`src/rtl/tick_gen_pkg.sv`:
```
// Shared defaults and helpers for the multi-channel tick generator.
// Holds counter width, reset divisor and the channel-index width function.
package tick_gen_pkg;

  localparam int CNT_W_DEF = 27;
  localparam int DEFAULT_DIV_DEF = 50_000_000;

  // Width of the channel select bus; never narrower than one bit.
  function automatic int ch_idx_w(input int n);
    return (n > 1) ? $clog2(n) : 1;
  endfunction

endpackage

```
`src/rtl/tick_channel.sv`:
```
// One tick channel: counter, active/shadow divisor, tick pulse and level.
// Ports: clock, reset, enable, sync_clear, wr, wr_data -> tick, level.
module tick_channel
  import tick_gen_pkg::*;
#(
  parameter int CNT_W = CNT_W_DEF,
  parameter logic [CNT_W-1:0] RST_DIV = CNT_W'(DEFAULT_DIV_DEF)
) (
  input  logic             clock,
  input  logic             reset,
  input  logic             enable,
  input  logic             sync_clear,
  input  logic             wr,
  input  logic [CNT_W-1:0] wr_data,
  output logic             tick,
  output logic             level
);

  logic [CNT_W-1:0] cnt;
  logic [CNT_W-1:0] div;
  logic [CNT_W-1:0] div_sh;
  logic             pend;

  logic [CNT_W-1:0] d_eff;
  logic [CNT_W-1:0] nxt_sh;
  logic             nxt_pend;
  logic             wrap;
  logic             apply;

  // A divisor of zero behaves as one. The wrap test uses >= so a
  // counter held while disabled across a divisor shrink still wraps
  // at once instead of running off to the top of its range.
  always_comb begin
    d_eff    = (div == '0) ? CNT_W'(1) : div;
    wrap     = enable && (cnt >= d_eff - CNT_W'(1));
    nxt_sh   = wr ? wr_data : div_sh;
    nxt_pend = wr | pend;
    apply    = nxt_pend && (wrap || !enable || sync_clear);
  end

  always_ff @(posedge clock or posedge reset) begin
    if (reset) begin
      cnt    <= '0;
      div    <= RST_DIV;
      div_sh <= RST_DIV;
      pend   <= 1'b0;
      tick   <= 1'b0;
      level  <= 1'b0;
    end else begin
      div_sh <= nxt_sh;
      if (apply) begin
        div  <= nxt_sh;
        pend <= 1'b0;
      end else begin
        pend <= nxt_pend;
      end
      if (sync_clear) begin
        cnt  <= '0;
        tick <= 1'b0;
      end else if (wrap) begin
        cnt   <= '0;
        tick  <= 1'b1;
        level <= ~level;
      end else begin
        tick <= 1'b0;
        if (enable) begin
          cnt <= cnt + CNT_W'(1);
        end
      end
    end
  end

endmodule

```
`src/rtl/multi_tick_generator.sv`:
```
// NUM_CH independent clock-enable tick generators with programmable divisors.
// Ports: clock, reset, enable, sync_clear, div_wr/div_sel/div_data -> tick, level.
module multi_tick_generator
  import tick_gen_pkg::*;
#(
  parameter int NUM_CH = 4,
  parameter int CNT_W = CNT_W_DEF,
  parameter int DEFAULT_DIV = DEFAULT_DIV_DEF
) (
  input  logic                        clock,
  input  logic                        reset,
  input  logic [NUM_CH-1:0]           enable,
  input  logic                        sync_clear,
  input  logic                        div_wr,
  input  logic [ch_idx_w(NUM_CH)-1:0] div_sel,
  input  logic [CNT_W-1:0]            div_data,
  output logic [NUM_CH-1:0]           tick,
  output logic [NUM_CH-1:0]           level
);

  logic [NUM_CH-1:0] wr_hit;

  // Selects at or above NUM_CH match no channel and are dropped.
  always_comb begin
    wr_hit = '0;
    for (int i = 0; i < NUM_CH; i++) begin
      wr_hit[i] = div_wr && (int'(div_sel) == i);
    end
  end

  for (genvar g = 0; g < NUM_CH; g++) begin : g_ch
    tick_channel #(
      .CNT_W   (CNT_W),
      .RST_DIV (CNT_W'(DEFAULT_DIV))
    ) u_ch (
      .clock      (clock),
      .reset      (reset),
      .enable     (enable[g]),
      .sync_clear (sync_clear),
      .wr         (wr_hit[g]),
      .wr_data    (div_data),
      .tick       (tick[g]),
      .level      (level[g])
    );
  end

endmodule

```
`config.mk`:
```
export PLATFORM = sky130hd
export DESIGN_NAME = multi_tick_generator
export DESIGN_NICKNAME = d
export VERILOG_FILES = /design/src/rtl/tick_gen_pkg.sv /design/src/rtl/tick_channel.sv /design/src/rtl/multi_tick_generator.sv
export SDC_FILE = /design/constraint.sdc
export NUM_CORES = 1
export LEC_CHECK = 0
export ABC_AREA = 1
export ABC_CLOCK_PERIOD_IN_PS = 10990
export CAP_MARGIN = 20
export CORE_MARGIN = 2
export CORE_UTILIZATION = 25
export DETAILED_ROUTE_END_ITERATION = 10
export PLACE_DENSITY_LB_ADDON = 0.15
export SYNTH_ARGS = -nofsm -noshare
export SYNTH_HDL_FRONTEND = slang
export SYNTH_SLANG_ARGS = --single-unit
```
`constraint.sdc`:
```
create_clock -name clock -period 10.99 [get_ports clock]
set_input_delay 2.198 -clock clock [delete_from_list [all_inputs] [get_ports clock]]
set_output_delay 2.198 -clock clock [all_outputs]
set_load 0.02 [all_outputs]
```
---- Yosys cells after proc, flatten, opt, wreduce, memory -nomap -nowiden ----
Index checks and enable logic that the tools add are counted.
W data, S select, Z words.
storage, ports and cells
  bits in registers ....................... 336
  input bits .............................. 37
  output and inout port bits .............. 8
  logic and storage cells ................. 117
operators by class
  $add $sub $neg .......................... 8
  order comparisons ....................... 4
  eq/ne operators ......................... 3
  muxes and demuxes ....................... 32
  bitwise operators ....................... 9
  reduce and logical (&&, ||, !) cells .... 37
operators by type and width
  operator                 count
  $mux W27                 20
  $add A27 B1 Y27 const B  4
  $ge A27 B27 Y1           4
  $logic_not A27 Y1        4
  $sub A27 B1 Y27 const B  4
  $logic_and A1 B1 Y1      12
  $mux W1                  12
  $reduce_bool A3 Y1       4
  $logic_or A1 B1 Y1       8
  $reduce_and A2 Y1        4
  $not A1 Y1               5
  $eq A2 B2 Y1 const B     2
  $logic_not A1 Y1         4
  $or A1 B1 Y1             4
  $eq A2 B1 Y1 const B     1
  $logic_not A2 Y1         1

---- Depth between registers and ports, before layout ----
Gate-level depths: netlist of run 1.
  word-level depth ........................ 9
  gate-level depth with buffers ........... 27
  mapped depth without buffers ............ 27

---- Hierarchy ----
From an unflattened synthesis of run 1, not the netlist that was laid out.
unflattened totals
  cells, all modules ...................... 2967
  area total of the unflattened synthesis .. 21839.7 µm²
by module, submodules not included
  module                           times used  cells each  area an instance (µm²)  seq. area each (µm²)
  tick_channel (g_ch[1].u_ch ...)  2           716         5255.0                  2132.0
  tick_channel (g_ch[0].u_ch)      1           774         5670.4                  2132.0
  tick_channel (g_ch[3].u_ch)      1           753         5629.1                  2132.0
  multi_tick_generator             1           8           30.0                    0.0

---- Least setup slack after synthesis of run 1 ----
OpenSTA, ideal clock, no wires.
  path kind ............................... register -> register
  start ................................... reg g_ch[2].u_ch.div[7]
  end ..................................... reg g_ch[2].u_ch.div[0]
  setup time .............................. 0.117 ns
  arrival time ............................ 3.340 ns
  data required time ...................... 10.873 ns
  path slack .............................. 7.533 ns
  stages on the path, launching flop included .. 26
  buffers on the path ..................... 2
  clock period less this slack ............ 3.457 ns
  path through ............................ dfstp_2 -> nor2_1 -> nand2_1 -> nor2_1 -> nand2_1 -> nor2_2 -> nor2_4 -> ha_1 -> nand2_1 -> nor2_4 -> nand2_1 -> nor3_2 -> nand3_1 -> xor2_1 -> ha_1 -> nand2_1 -> nor2_1 -> and2_1 -> nand2_1 -> nor2_2 -> nor2_2 -> nand4_2 -> buf_6 -> buf_6 -> nand3_1 -> nand2_1
between the ends
  longest elaborated chain between the ends .. 8
ends and longest elaborated chain
  element                               line                RTL
  from (decl)                           tick_channel.sv:20  logic [CNT_W-1:0] div;
  from (signal assigned)                tick_channel.sv:52  div <= nxt_sh;
  $logic_not A27 Y1                     tick_channel.sv:34  d_eff = (div == '0) ? CNT_W'(1) : div;
  $mux W27 (*)                          tick_channel.sv:34
  $sub A27 B1 Y27 (*)                   tick_channel.sv:35  wrap = enable && (cnt >= d_eff - CNT_W'(1));
  $ge A27 B27 Y1 (*)                    tick_channel.sv:35
  $logic_and A1 B1 Y1 (*)               tick_channel.sv:35
  $logic_or A1 B1 Y1 (*) (2 in series)  tick_channel.sv:38  apply = nxt_pend && (wrap || !enable || sync_clear);
  $logic_and A1 B1 Y1 (*)               tick_channel.sv:38
Every way passes the cells marked *; elsewhere a longest branch is shown, timed or not.
A chain may end at the register's enable or synchronous reset.

---- Worst setup path after layout of run 1 ----
  start ................................... in sync_clear
  end ..................................... reg g_ch[1].u_ch.div[3]
between the ends
  longest elaborated chain between the ends .. 2
ends and longest elaborated chain
  element               line                        RTL
  from (decl)           multi_tick_generator.sv:13  input logic sync_clear,
  $logic_or A1 B1 Y1    tick_channel.sv:38
  $logic_and A1 B1 Y1   tick_channel.sv:38
  to (signal assigned)  tick_channel.sv:52
  to (decl)             tick_channel.sv:20
No other way between the ends.

==> flow_metrics.tcl, run 1 <==
set metrics [dict create \
    outcome "complete, no violations" \
    hold_depth 2 \
    synth_cell_types 47 \
    grt_setup_unrepaired "no" \
    final_cell_area_um2 23820 \
    p_per_area_nw_per_um2 187.9 \
    syn_to_final_growth_pct 14.29 \
    numCtsBuffers 43 \
    drt-total-wl_um 61310 \
    vdd_drop_max_v 0.0001153 \
    die_w_um 292.8 \
    synth-seq-cells 336 \
    worstMarginPinSlew_ps 1034 \
    fmax_ghz 0.1944 \
    place_congestion 0.8673 \
    finalSetupTns_ps 0 \
    cp.required_ps 11500 \
    setup.worst_path.start "sync_clear" \
    cts_setup_buffers 0 \
    syn_nets 2874 \
    cts-resized-gates 0 \
    clk_latency_ps 590 \
    grt_use_met2_pct 23.88 \
    dp_slack_ps 5093 \
    final_nets 2899 \
    synth.yosys.seq_area_share_pct 40.91 \
    io_pins 45 \
    synthFlopType "dfrtp_1" \
    firstDrtPassIters 5 \
    top_usage_layer "met2" \
    synthCells 2721 \
    period_minus_slack_ps 5144 \
    final-hold-violation-count 0 \
    postCtsHoldBufs 0 \
    syn_area_um2 20840 \
    r2r_cells 24 \
    synthArstFlopShare_pct 100.0 \
    met3_usage_pct 2.322 \
    drv_slew 0 \
    placed_cell_area_um2 22280 \
    criticalPathCategory "in2reg" \
    antenna_left 0 \
    portBuffers 44 \
    wl_per_cell_um 15.92 \
    via_per_inst 4.505 \
    finalClockSkew_ps 24.96 \
    grt_use_total_pct 14.52 \
    core_area_um2 82370 \
    htree_levels 2 \
    hold_start "g_ch[3].u_ch.div[22]" \
    cts_tree "built" \
    synth_edf_count 0 \
    antenna_found_initial 7 \
    drv_cap 0 \
    p_leak_uw 0.01097 \
    dieArea_um2 85710 \
    cp_max_fo 53 \
    setup_ws_ps 5846 \
    drc 0 \
    grt_pass1_wl_um 98910 \
    drt_iter0_drc 1024 \
    place_hpwl_um 45280 \
    end_kind "flip-flop" \
    hold_class "reg2reg" \
    path_clk_slew_ps 60 \
    root_buffer "clkbuf_16" \
    start_kind "input port" \
    total_power_uw 4476 \
    globalRouteOverflowTotal 0 \
    rows 105 \
    grt_pass1_vias 17451 \
    grt_max_degree 125 \
    via_count 17355 \
    clock-sinks 336 \
    period_share_pct 46.81 \
    drive_gt1_share_pct 8.960 \
    r2r-start "g_ch[1].u_ch.div[13]" \
    cts_buffer_depth 3 \
    gr-usage-met1_pct 20.07 \
    yosys_warnings 0 \
    cp.arrival_ps 5650 \
    dieHeight_um 292.8 \
    finalSetupViolCount 0 \
    relSlewSlack_pct 30.91 \
    syn_area_per_cell_um2 7.661 \
    initial_core_util_pct 25.31 \
]
==> cell usage after synthesis (2+ instances only) <==
master | n | area, um2
nand4_4 | 2 | 42.54
nand2_2 | 3 | 18.77
o21a_1 | 5 | 37.54
nand2_1 | 784 | 2943
nor2_1 | 264 | 991.0
or2_2 | 2 | 12.51
buf_6 | 10 | 112.6
a21o_1 | 8 | 60.06
a21oi_2 | 2 | 17.52
buf_2 | 19 | 95.09
inv_2 | 5 | 18.77
nor2_2 | 19 | 118.9
dfstp_2 | 96 | 2522
o21ai_1 | 12 | 60.06
nand3b_1 | 3 | 22.52
nor4_1 | 9 | 56.30
xnor2_1 | 35 | 306.5
o22ai_1 | 70 | 437.9
nand3_1 | 204 | 1021
o21ai_0 | 135 | 675.7
dfrtp_1 | 240 | 6006
xor2_1 | 134 | 1174
nor2_4 | 10 | 112.6
nor3_2 | 7 | 70.07
nand4_1 | 48 | 300.3
nor3b_1 | 2 | 15.01
nand2_4 | 5 | 56.30
ha_1 | 116 | 1451
buf_4 | 17 | 127.6
a21oi_1 | 45 | 225.2
nand3_2 | 5 | 50.05
and2_1 | 6 | 37.54
clkbuf_1 | 31 | 116.4
inv_1 | 295 | 1107
nor3_1 | 61 | 305.3
==> state kept, by name (all words and copies together), names as in the netlist <==
register,count
g_ch.u_ch.cnt,108
g_ch.u_ch.pend,4
g_ch.u_ch.tick,4
g_ch.u_ch.level,4
g_ch.u_ch.div,108
g_ch.u_ch.div_sh,108
==> cells by family (layout without fill, tap and decap cells) <==
logic type / Yosys count / in the layout / share of synthesized area, %
DFF: 336 / 336 / 40.91
and+or+nand+nor: 1440 / 1440 / 29.96
buffers and inverters: 378 / 436 / 7.587
xor gates and xnor gates: 169 / 169 / 7.101
other: 0 / 3 / 0
adders and majority gates: 116 / 116 / 6.963
AOI/OAI and AO/OA: 282 / 282 / 7.479
==> final timing paths <==
check | endpoint | slack (ps)
max in group asynchronous | g_ch[3].u_ch.cnt[14] | 7060
setup / recovery | g_ch[1].u_ch.div[3] | 5850
hold / removal | g_ch[3].u_ch.div[22] | 470
hold reg to reg | g_ch[3].u_ch.div[22] | 470
min in group asynchronous | g_ch[2].u_ch.cnt[23] | 1980
setup reg to reg | g_ch[1].u_ch.div[3] | 6040
==> through the flow <==
stage | hold WS, ps | instances | utilization [%]
floorplan | 441.9 | 2721 | -
global placement | 455.2 | 3769 | 27.05
detailed placement | 463.8 | 3769 | 27.05
CTS | 472.3 | 3847 | 28.86
global route | 485.1 | 3849 | 28.91
finish | 466.1 | 3852 | 28.92
==> layout make-up <==
| type | instances | area [um2] |
|---|---|---|
| repair buffers | 57 | 578.1 |
| fillers | 8842 | 58550 |
| well taps | 1070 | 1339 |
| clock buffers | 59 | 1216 |
| inverters | 301 | 1134 |
| multi-input cells | 2007 | 10750 |
| diodes | 3 | 7.507 |
| clock inverters | 19 | 275.3 |
| flip-flops and latches | 336 | 8528 |
==> layout by cell type (no fill, tap or decap), types with 9 or more instances in the layout <==
master             n
o22ai_1           70
dfstp_2           96
a21oi_1           45
nor2_4            10
dfrtp_1          240
ha_1             116
xor2_1           134
nand3_1          202
nor4_1             9
nor3_1            61
nand2_1          784
nor2_2            19
nor2_1           264
clkbuf_16         43
o21ai_1           12
inv_1            294
nand4_1           48
buf_4             10
xnor2_1           35
clkdlybuf4s50_1   44
o21ai_0          135
==> report_power, final <==
group / total, uW / switching (uW) / internal (uW)
logic: 1300 / 829 / 469
clock network: 1500 / 605 / 898
registers: 1670 / 189 / 1490
total: 4480 / 1620 / 2850
==> per-layer routing <==
layer,up-vias,wire length [um]
met3,57,2326
met5,-,0
li1,8870,-
met1,8194,30030
met4,0,978
met2,234,27980
==> worst max-delay path, cell delays in order <==
cell and delay [ps]:
clkdlybuf4s50_1 1080, nor2_1 390, nor2_1 420, nand4_4 730
nand2_4 590, nand2_1 90, nand2_1 80
Note: power is estimated with default switching activity, not from simulation.
==> inputs of run 2 (changes only) <==
--- a/config.mk
+++ b/config.mk
@@ -6,7 +6,7 @@
 export NUM_CORES = 1
 export LEC_CHECK = 0
 export ABC_AREA = 1
-export ABC_CLOCK_PERIOD_IN_PS = 10990
+export ABC_CLOCK_PERIOD_IN_PS = 4750
 export CAP_MARGIN = 20
 export CORE_MARGIN = 2
 export CORE_UTILIZATION = 25
==> constraint.sdc (replaced) <==
create_clock -name clock -period 4.75 [get_ports clock]
set_input_delay 0.95 -clock clock [delete_from_list [all_inputs] [get_ports clock]]
set_output_delay 0.95 -clock clock [all_outputs]
set_load 0.02 [all_outputs]
==> run 2 against run 1 <==
- cell count up 0.36%
- clock-buffer cell count down 8
- via count up 0.15%
- die area unchanged
- wire length grew 1.6%
- clock power rose to 2.5 times the previous value
- register-to-register slack got worse by 5600 ps
- clock skew about the same
- non-clock buffer count is 10 higher
- critical path type is now reg2reg
- critical endpoint is now g_ch[2].u_ch.div[4]
- largest cell class unchanged
==> flow_metrics.tcl, run 2 (synthesized netlist as in run 1, its figures left out) <==
set metrics [dict create \
    finalSetupTns_ps 0 \
    setup_ws_ps 471.3 \
    via_count 17381 \
    wl_per_cell_um 16.11 \
    final-hold-violation-count 0 \
    cp_slowest_cell "dfstp_2" \
    layout_commonest_cell "nand2_1" \
    vdd_drop_max_v 0.0002407 \
    fin_hold_ws_ps 471.4 \
    layout_common_cells "784 x nand2_1, 294 x inv_1, 264 x nor2_1, 240 x dfrtp_1, 202 x nand3_1" \
    cts_buffer_depth 3 \
    portBuffers 44 \
    grt_pass1_vias 17554 \
    end_kind "flip-flop" \
    fmax_ghz 0.2337 \
    core_area_um2 82370 \
    clock-sinks 336 \
    dp_slack_ps 459.4 \
    cp.required_ps 5260 \
    clk_latency_ps 600 \
    worstMarginPinSlew_ps 801.9 \
    p_per_area_nw_per_um2 444.2 \
    placedCellCount 3781 \
    final_nets 2909 \
    path_cells "inv_1, nand2_1, nor2_1, nand3_1, nor2_2, nor2_4, ha_1, nand2_1, nor2_4, nand2_1, nor3_2, nand3_1, xor2_1, ha_1, nand2_1, nor2_1, and2_1, nand2_1, nor2_2, nor2_2, nand4_2, buf_4, nand3_1, nand2_1" \
    stdcell_count 3866 \
    cp.arrival_ps 4790 \
    via_per_inst 4.496 \
    fin_util_pct 29.20 \
    grt_setup_unrepaired "no" \
    antenna_left 0 \
    grt_max_degree 112 \
    outcome "complete, no violations" \
    root_buffer "clkbuf_16" \
    place_congestion 0.8698 \
    drc 0 \
    cts_setup_buffers 0 \
    start_kind "flip-flop" \
    die_w_um 292.8 \
    globalRouteOverflowTotal 0 \
    htree_levels 2 \
    largest_registers "g_ch.u_ch.cnt x108, g_ch.u_ch.div x108, g_ch.u_ch.div_sh x108" \
    cts-resized-gates 0 \
    cp_max_fo 55 \
    rows 105 \
    drive_gt1_share_pct 9.495 \
    hold_depth 2 \
    grt_use_total_pct 14.71 \
    drt-total-wl_um 62270 \
    p_leak_uw 0.01107 \
    drv_cap 0 \
    path_clk_slew_ps 60 \
    criticalPathCategory "reg2reg" \
    cp_common_cell "nand2_1" \
    relSlewSlack_pct 46.43 \
    period_share_pct 90.08 \
    place_hpwl_um 46770 \
    dieArea_um2 85710 \
    postCtsHoldBufs 0 \
    numCtsBuffers 43 \
    firstDrtPassIters 4 \
    io_pins 45 \
    initial_core_util_pct 25.31 \
    nFillCells 8796 \
    period_minus_slack_ps 4279 \
    finalSetupViolCount 0 \
    cts_tree "built" \
    hold_class "reg2reg" \
    drv_slew 0 \
    drt_iter0_drc 1024 \
    finalClockSkew_ps 24.62 \
    syn_to_final_growth_pct 15.38 \
    dieHeight_um 292.8 \
    grt_pass1_wl_um 100200 \
    r2r_cells 24 \
    antenna_found_initial 4 \
    slowest_delay_ps 550 \
]
[run 2: changes by cell type in the layout (fill, tap and decap cells not counted), sizes merged]
cell      previous run  this run
buf                 13        23
bufinv               5        11
clkbuf              59        51
clkinvlp             4         7
diode                3         5
inv                300       301
[run 2: worst paths after layout]
path	start	to	slack, ps
max	g_ch[2].u_ch.div[23]	g_ch[2].u_ch.div[4]	470
min	g_ch[3].u_ch.div[22]	g_ch[3].u_ch.div[22]	470
max reg2reg	g_ch[2].u_ch.div[23]	g_ch[2].u_ch.div[4]	470
min reg2reg	g_ch[3].u_ch.div[22]	g_ch[3].u_ch.div[22]	470
max in group asynchronous	reset	g_ch[3].u_ch.tick	2790
min in group asynchronous	reset	g_ch[2].u_ch.div_sh[9]	870
[run 2: where the power goes]
| group | internal [uW] | total [uW] | switching [uW] |
|---|---|---|---|
| Clock | 2340 | 3770 | 1430 |
| Combinational | 1090 | 3030 | 1940 |
| Sequential | 3440 | 3880 | 437 |
| Total | 6870 | 10700 | 3810 |
[run 2: area by class of cell]
cell class | instances | area, um2 | area share, %
clock buffers | 51 | 1146 | 4.765
diodes | 5 | 12.51 | 0.05202
well taps | 1070 | 1339 | 5.567
flip-flops and latches | 336 | 8528 | 35.46
clock inverters | 29 | 483.0 | 2.008
inverters | 301 | 1134 | 4.713
multi-input cells | 2007 | 10750 | 44.68
repair buffers | 67 | 663.1 | 2.757
[run 2: worst max-delay path, delay by kind of cell (launching register included)]
family / cells / cell delay (ps)
simple gates: 19 / 2320
flops: 1 / 550
buf+inv: 2 / 570
fa+ha+maj: 2 / 560
xor+xnor: 1 / 200
[run 2: per-stage QoR]
stage	area (um2)	power, uW
after floorplan	20850	6120
after global placement	22410	6968
after detailed placement	22410	7001
after CTS	24040	10870
after global routing	24040	11480
final	24050	10680
[run 2: layer usage]
metal	share of wire (%)	global-route usage [%]	vias to the layer above
met5	0	0	-
met4	2.0	3.640	0
met3	3.7	2.102	74
met2	45	23.57	287
met1	49	20.76	8156
li1	-	-	8864
==> inputs of run 3 (changes only) <==
--- a/config.mk
+++ b/config.mk
@@ -9,7 +9,7 @@
 export ABC_CLOCK_PERIOD_IN_PS = 4750
 export CAP_MARGIN = 20
 export CORE_MARGIN = 2
-export CORE_UTILIZATION = 25
+export CORE_UTILIZATION = 42
 export DETAILED_ROUTE_END_ITERATION = 10
 export PLACE_DENSITY_LB_ADDON = 0.15
 export SYNTH_ARGS = -nofsm -noshare
==> run 3 against run 2 <==
- flip-flop and latch count unchanged
- combinational power barely moved
- critical path depth is 1 lower
- critical endpoint is now g_ch[3].u_ch.cnt[26]
- largest cell class unchanged
==> flow_metrics.tcl, run 3 (synthesized netlist as in run 1, its figures left out) <==
set metrics [dict create \
    dp_slack_ps 463.0 \
    via_per_inst 5.084 \
    syn_to_final_growth_pct 12.07 \
    drv_cap 0 \
    path_clk_slew_ps 60 \
    cp.required_ps 5230 \
    placed_cell_area_um2 21940 \
    rows 81 \
    end_kind "flip-flop" \
    grt_max_degree 96 \
    globalRouteOverflowTotal 0 \
    cts-resized-gates 0 \
    largest_registers "g_ch.u_ch.cnt x108, g_ch.u_ch.div x108, g_ch.u_ch.div_sh x108" \
    wl_per_cell_um 16.60 \
    placedCellCount 3380 \
    fin_util_pct 47.72 \
    final_cell_area_um2 23360 \
    drc 0 \
    io_pins 45 \
    criticalPathCategory "reg2reg" \
    antenna_found_initial 3 \
    cts_setup_buffers 0 \
    drive_gt1_share_pct 9.283 \
    fmax_ghz 0.2340 \
    firstDrtPassIters 5 \
    antenna_left 0 \
    p_leak_uw 0.01101 \
    cp_max_fo 27 \
    vdd_drop_max_v 0.0004797 \
    finalClockSkew_ps 24.39 \
    root_buffer "clkbuf_16" \
    core_area_um2 48950 \
    setup_ws_ps 476.4 \
    period_share_pct 89.97 \
    initial_core_util_pct 42.58 \
    p_per_area_nw_per_um2 439.7 \
    dieHeight_um 226.8 \
    clk_latency_ps 580 \
    worstMarginPinSlew_ps 907.7 \
    drt_iter0_drc 1106 \
    outcome "complete, no violations" \
    htree_levels 2 \
    dieArea_um2 51430 \
    portBuffers 44 \
    cts_tree "built" \
    grt_pass1_wl_um 94100 \
    finalSetupViolCount 0 \
    layout_common_cells "784 x nand2_1, 294 x inv_1, 264 x nor2_1, 240 x dfrtp_1, 202 x nand3_1" \
    antennaDiodeCount 0 \
    place_hpwl_um 43200 \
    numCtsBuffers 40 \
    place_congestion 0.9244 \
    stdcell_count 3454 \
    period_minus_slack_ps 4274 \
    grt_pass1_vias 17298 \
    die_w_um 226.8 \
    drt-total-wl_um 57330 \
    hold_class "reg2reg" \
    cts_buffer_depth 3 \
    clock-sinks 336 \
    grt_setup_unrepaired "no" \
    final-hold-violation-count 0 \
    relSlewSlack_pct 39.30 \
    final_nets 2911 \
    via_count 17561 \
    cp.arrival_ps 4750 \
    layout_commonest_cell "nand2_1" \
    grt_use_total_pct 23.25 \
    start_kind "flip-flop" \
    postCtsHoldBufs 0 \
    drv_slew 0 \
]
[run 3: routing by layer]
layer  track usage [%]  wire length (um)  share of wire (%)  vias up
met5                 0                 0                  0        -
met4             6.537              1513                2.6        0
met3             3.304              2355                4.1       96
met2             37.58             26260                 46      342
met1             32.46             27200                 47     8248
li1                  -                 -                  -     8875
[run 3: worst paths after layout]
check                                           from                      to  slack [ps]  cells past startpoint
min in group asynchronous                      reset  g_ch[2].u_ch.div_sh[4]         810                      2
worst min register to register  g_ch[2].u_ch.div[25]    g_ch[2].u_ch.div[25]         470                      2
worst max-delay path            g_ch[3].u_ch.div[21]    g_ch[3].u_ch.cnt[26]         480                     23
max in group asynchronous                      reset    g_ch[2].u_ch.cnt[24]        3010                      3
worst min-delay path            g_ch[2].u_ch.div[25]    g_ch[2].u_ch.div[25]         470                      2
worst max register to register  g_ch[3].u_ch.div[21]    g_ch[3].u_ch.cnt[26]         480                     23
[run 3: final cells by class]
type / instances / area (um2)
tap: 664 / 830.8
sequential: 336 / 8528
timing repair buffer: 72 / 700.7
clock buffer: 55 / 1129
multi-input combinational: 2007 / 10750
clock inverter: 19 / 294.0
inverter: 301 / 1134
fill: 4883 / 25590
[run 3: stage by stage]
stage | power [uW] | hold WS, ps | TNS, ps
6_report | 10270 | 475.0 | 0
5_1_grt | 11000 | 493.8 | 0
4_1_cts | 10370 | 477.1 | 0
3_5_place_dp | 6960 | 463.9 | 0
3_3_place_gp | 6902 | 457.2 | 0
2_1_floorplan | 6120 | 441.9 | -146930
[run 3: worst max-delay path, cell delays in order (launching register included)]
cell and delay, ps:
dfstp_2 550, inv_1 70, nand2_1 120, nor2_1 80
nand3_1 120, nor2_1 80, nor2_4 220, ha_1 310
nand3b_4 130, nor2_4 140, nand3_2 120, nor3_1 240
xor2_1 260, ha_1 310, nand2_1 90, inv_1 60
nand2_1 60, nand2_1 50, nand2_1 60, nand2_1 70
a21oi_2 190, nand4_4 300, buf_4 360, o21ai_0 190
[run 3: where the power goes]
part	leakage, uW	switching (uW)	total [uW]	internal, uW
clock	0.000693	1300	3350	2060
sequential	0.00418	432	3870	3440
combinational	0.00614	1950	3050	1100
total	0.0110	3680	10300	6590
